File: src/rtl/fir_tap_sequencer.sv
`default_nettype none
// == fir_tap_sequencer : feeds tap products to the 2-cycle ALU, accumulates, emits y ==
// == rev 1.0 ==========================================================================
module fir_tap_sequencer #(
    parameter int NTAPS = 8,
    parameter int DW    = 16,
    parameter int ACC_W = 35,
    localparam int AW   = (NTAPS > 1) ? $clog2(NTAPS) : 1
) (
    input  logic             clk,
    input  logic             rst,
    input  logic             clr,
    input  logic             s_valid,
    output logic             s_ready,
    input  logic [DW-1:0]    s_data,
    input  logic             coef_we,
    input  logic [AW-1:0]    coef_addr,
    input  logic [DW-1:0]    coef_wdata,
    output logic             m_valid,
    input  logic             m_ready,
    output logic [ACC_W-1:0] m_data,
    output logic [1:0]       alu_op_sel,
    output logic [DW-1:0]    alu_a,
    output logic [DW-1:0]    alu_b,
    input  logic [31:0]      alu_result
);
    localparam logic [1:0]    OP_NONE  = 2'b00;
    localparam logic [1:0]    OP_MUL   = 2'b01;
    localparam logic [AW:0]   NTAPS_W  = (AW+1)'(NTAPS);
    localparam logic [AW-1:0] LAST_TAP = AW'(NTAPS-1);

    typedef enum logic [1:0] {
        IDLE   = 2'd0,
        ISSUE  = 2'd1,
        DRAIN  = 2'd2,
        OUTPUT = 2'd3
    } state_t;

    state_t           state_q, state_d;
    logic [AW-1:0]    idx_q, idx_d;
    logic [DW-1:0]    dl_q [NTAPS];
    logic [DW-1:0]    dl_d [NTAPS];
    logic [DW-1:0]    coef_q [NTAPS];
    logic [DW-1:0]    coef_d [NTAPS];
    logic [ACC_W-1:0] acc_q, acc_d;
    logic [1:0]       inflight_q, inflight_d;
    logic             s_ready_q, s_ready_d;
    logic             m_valid_q, m_valid_d;
    logic [ACC_W-1:0] m_data_q, m_data_d;
    logic [1:0]       op_sel_q, op_sel_d;
    logic [DW-1:0]    alu_a_q, alu_a_d;
    logic [DW-1:0]    alu_b_q, alu_b_d;
    logic             coef_wr_ok;

    assign coef_wr_ok = coef_we && (state_q == IDLE) && ({1'b0, coef_addr} < NTAPS_W);

    always_comb begin
        state_d    = state_q;
        idx_d      = idx_q;
        dl_d       = dl_q;
        coef_d     = coef_q;
        acc_d      = acc_q;
        m_data_d   = m_data_q;
        inflight_d = {inflight_q[0], state_q == ISSUE};

        // Stage 1 of the in-flight register marks an ALU result that belongs to this sample
        if (inflight_q[1]) begin
            acc_d = acc_q + {{(ACC_W-32){1'b0}}, alu_result};
        end
        if (coef_wr_ok) begin
            coef_d[coef_addr] = coef_wdata;
        end

        case (state_q)
            IDLE: begin
                if (s_valid && s_ready_q) begin
                    for (int k = NTAPS-1; k > 0; k--) begin
                        dl_d[k] = dl_q[k-1];
                    end
                    dl_d[0] = s_data;
                    acc_d   = '0;
                    idx_d   = '0;
                    state_d = ISSUE;
                end
            end
            ISSUE: begin
                if (idx_q == LAST_TAP) begin
                    state_d = DRAIN;
                end else begin
                    idx_d = idx_q + AW'(1);
                end
            end
            DRAIN: begin
                if (inflight_q == 2'b00) begin
                    state_d  = OUTPUT;
                    m_data_d = acc_q;
                end
            end
            OUTPUT: begin
                if (m_ready) begin
                    state_d = IDLE;
                end
            end
            default: state_d = IDLE;
        endcase

        if (clr) begin
            state_d    = IDLE;
            idx_d      = '0;
            acc_d      = '0;
            inflight_d = '0;
            coef_d     = coef_q;
            for (int k = 0; k < NTAPS; k++) begin
                dl_d[k] = '0;
            end
        end

        // Outputs are registered from the next state so they line up with it
        s_ready_d = (state_d == IDLE);
        m_valid_d = (state_d == OUTPUT);
        op_sel_d  = (state_d == ISSUE || state_d == DRAIN) ? OP_MUL : OP_NONE;
        alu_a_d   = (state_d == ISSUE) ? dl_d[idx_d]   : '0;
        alu_b_d   = (state_d == ISSUE) ? coef_d[idx_d] : '0;
    end

    always_ff @(posedge clk or posedge rst) begin
        if (rst) begin
            state_q    <= IDLE;
            idx_q      <= '0;
            acc_q      <= '0;
            inflight_q <= '0;
            s_ready_q  <= 1'b0;
            m_valid_q  <= 1'b0;
            m_data_q   <= '0;
            op_sel_q   <= OP_NONE;
            alu_a_q    <= '0;
            alu_b_q    <= '0;
            for (int k = 0; k < NTAPS; k++) begin
                dl_q[k]   <= '0;
                coef_q[k] <= '0;
            end
        end else begin
            state_q    <= state_d;
            idx_q      <= idx_d;
            acc_q      <= acc_d;
            inflight_q <= inflight_d;
            s_ready_q  <= s_ready_d;
            m_valid_q  <= m_valid_d;
            m_data_q   <= m_data_d;
            op_sel_q   <= op_sel_d;
            alu_a_q    <= alu_a_d;
            alu_b_q    <= alu_b_d;
            for (int k = 0; k < NTAPS; k++) begin
                dl_q[k]   <= dl_d[k];
                coef_q[k] <= coef_d[k];
            end
        end
    end

    assign s_ready    = s_ready_q;
    assign m_valid    = m_valid_q;
    assign m_data     = m_data_q;
    assign alu_op_sel = op_sel_q;
    assign alu_a      = alu_a_q;
    assign alu_b      = alu_b_q;

endmodule
`default_nettype wire

File: config.mk
export PLATFORM = sky130hd
export DESIGN_NAME = fir_tap_sequencer
export DESIGN_NICKNAME = d
export VERILOG_FILES = /design/src/rtl/fir_tap_sequencer.sv
export SDC_FILE = /design/constraint.sdc
export NUM_CORES = 1
export LEC_CHECK = 0
export BUFFER_PORTS_ARGS = -buffer_cell sky130_fd_sc_hd__buf_2
export CORE_ASPECT_RATIO = 0.7
export CORE_MARGIN = 3
export CORE_UTILIZATION = 55
export DETAILED_ROUTE_END_ITERATION = 12
export PLACE_DENSITY = 0.77
export SYNTH_ARGS = -nofsm -noshare
export SYNTH_HDL_FRONTEND = slang
export SYNTH_SLANG_ARGS = --single-unit
File: constraint.sdc
create_clock -name clk -period 11.05 [get_ports clk]
set_input_delay 0.5525 -clock clk [delete_from_list [all_inputs] [get_ports clk]]
set_output_delay 0.5525 -clock clk [all_outputs]
set_load 0.005 [all_outputs]
==> results.py <==
metrics = {
    "timing": {
        "worst_pin_slew_ns": 1.26,
        "relSlewSlack": 0.156,
        "maxSlewViolCount": 0,
        "rsz0062_at_grt": "no",
        "tns_ns": 0,
        "fin_crit_sh": 0.351,
        "hold_viol_final": 0,
        "finalCriticalPeriod_ns": 3.88,
        "fin_skew_ns": 0.0208,
        "finalSetupViolCount": 0,
        "max_freq_mhz": 258,
    },
    "global_routing": {
        "grtUsageMet2": 0.391,
        "antenna_found_initial": 1,
        "grt_use_met3": 0.0509,
        "grt_pass1_wl_um": 77000,
        "grt_usage": 0.262,
        "grt_pass1_vias": 14300,
        "gr-usage-met1": 0.392,
        "grt_max_degree": 133,
        "grt-ovfl-total": 0,
        "grt-busiest-layer": "met1",
    },
    "logic_synthesis": {
        "synth-seq-area-share": 0.497,
        "netlist.area_leader.share": 0.497,
        "synth_top_area_cell": "dfrtp_1",
        "synthFlopType": "dfrtp_1",
        "synth_most_common_cell": "nand2_1",
        "synth_xor_area_frac": 0.00992,
        "yosys.area_share.simple": 0.154,
        "synth_cell_type_count": 82,
        "ys_seq_elements": 368,
        "synth_edf_count": 0,
        "async_flop_share": 1.00,
        "syn_area_um2": 18500,
        "netlist_top_cells_count": "423 x nand2_1, 368 x dfrtp_1, 169 x a21oi_1",
        "synth_fa_ha_area_frac": 0.0254,
        "synth_top_family_by_area": "compound AO/OA/AOI/OAI gates",
        "postSynthCellCount": 1835,
        "synth.area.top_cells": "dfrtp_1 50%, mux2_2 10%, nand2_1 8.6%, a21oi_1 4.6%, ha_1 2.4%",
        "synth_compound_area_frac": 0.158,
        "synthMuxAreaShare": 0.120,
        "ys_warn_count": 0,
        "synth_area_per_cell_um2": 10.1,
        "synth_nets": 1945,
    },
    "floorplan": {
        "fp.coreArea_um2": 32800,
        "num_rows": 55,
        "die_h_um": 160,
        "initial_core_util": 0.566,
        "num_io_pins": 144,
        "die_x_um": 225,
        "die_area_um2": 36000,
    },
    "setup_path": {
        "critPathKind": "reg -> reg",
        "slowest_stage": "mux2i_4",
        "critical_path.endpoint_type": "flip-flop",
        "critical_path.max_stage_delay_ns": 0.83,
        "required_ns": 11.53,
        "critPathBufInv": 0,
        "path_cells": "and4bb_4, a21oi_4, a21oi_4, nor2_8, mux2i_4, a2111oi_0, a311oi_1, o211a_1",
        "reg2reg_from": "state_q[0]",
        "crit_start": "state_q[0]",
        "arrival_ns": 4.36,
        "crit_top_cell": "a21oi_4",
        "path_delay_family": "compound AO/OA/AOI/OAI gates",
        "worstPathMaxFanout": 66,
        "startpoint_type": "flip-flop",
    },
    "cts": {
        "clock_tree.root_cell": "clkbuf_16",
        "postCtsSetupRepairBufs": 0,
        "worstSkewPairLatency_ns": 0.54,
        "htreeDepth": 2,
        "hold_buffers": 0,
        "cts.sinks": 368,
        "cts_buffers": 37,
        "cts_resized": 0,
        "clk_pin_slew_ns": 0.06,
        "clockBufferDepth": 3,
        "cts_tree": "done",
    },
    "place": {
        "gp_congestion": 0.890,
        "portBuffers": 142,
        "placed_cell_area_um2": 19400,
        "hpwl_um": 29400,
        "dp_cells": 2286,
    },
    "layout": {
        "syn2layout_area_growth_pct": 11.2,
        "fillers": 2601,
        "final_area_um2": 20600,
        "nets": 2008,
        "drive_above_1_share": 0.230,
        "fin_cells": 2354,
    },
    "power": {
        "p_per_area_nw_per_um2": 159,
        "leakagePower_nw": 9.30,
        "ir_drop_mv": 0.140,
    },
    "flow_run": {
        "drv_cap": 0,
    },
    "drt": {
        "routed-via-count": 14500,
        "viasPerCell": 6.17,
        "drt-initial-drc-count": 1282,
        "dr.pass1.iters": 7,
        "wl_um": 47400,
        "drc": 0,
        "ant_nets": 0,
        "wl_per_cell_um": 20.1,
    },
    "worst_hold_path": {
        "hold_path_class": "in -> async",
    },
    "outcome": {
        "status": "finished, final reports clean",
    },
}
cell type report:
class / count / area [um2] / area share
flip-flops and latches: 368 / 9210 / 0.447
multi-input cells: 1319 / 8690 / 0.422
clock buffers: 55 / 1120 / 0.0541
repair buffers: 164 / 878 / 0.0426
well taps: 427 / 534 / 0.0259
clock inverters: 11 / 140 / 0.00680
inverters: 8 / 37.5 / 0.00182
diodes: 2 / 5.00 / 0.000243
layout by cell type (no fill, tap or decap), types with 19 or more instances in the layout:
cell type and instances:
mux2_2 164, o21ai_0 24, buf_2 141, buf_4 23
a221oi_1 24, dfrtp_1 368, a21oi_1 169, mux2i_1 33
a31oi_1 67, ha_1 36, and3_1 19, nor2_1 77
clkbuf_16 39, nand2_1 423
registers in the layout, indices dropped and copies added, names as in the netlist:
name,count
idx_q,3
s_ready,1
dl_q,128
coef_q,128
alu_op_sel,1
acc_q,35
alu_b,16
alu_a,16
state_q,2
m_valid,1
m_data,35
inflight_q,2
cell families after synthesis:
kind of cell	after synthesis
AND/OR/NAND/NOR	633
buffers and inverters	148
adder cells (fa/ha/maj)	37
AO/OA/AOI/OAI	427
flip-flops	368
multiplexers	200
other	1
XOR/XNOR	21
per-stage QoR:
step	util	total power [mW]	setup slack, ns	hold WS, ns
final	0.629	3.28	7.17	0.202
after global placement	0.591	1.98	7.30	0.477
after detailed placement	0.591	2.00	7.10	0.481
after CTS	0.629	3.30	7.19	0.249
after floorplan	-	1.88	0.280	0.470
after global routing	0.629	3.41	6.96	0.281
per-layer routing:
metal | share of wire | routed length [um]
met1 | 0.46 | 21600
met2 | 0.44 | 20800
met3 | 0.081 | 3850
met4 | 0.023 | 1080
met5 | 0 | 0
where the power goes:
part	leakage, nW	internal (mW)	total, mW	switching (mW)
combinational	3.76	0.183	0.432	0.249
sequential	4.91	1.48	1.55	0.0715
clock	0.624	0.772	1.30	0.527
total	9.30	2.43	3.28	0.848
worst paths after layout:
path | to | slack, ns | depth (start not counted)
hold / removal | m_data[24] | 0.20 | 2
min in group clk | dl_q[113] | 0.29 | 3
max in group asynchronous | coef_q[88] | 9.25 | 3
hold reg to reg | coef_q[7] | 0.50 | 1
setup reg to reg | alu_b[2] | 7.17 | 8
setup / recovery | alu_b[2] | 7.17 | 8
Power figures use the tool's default switching activity.
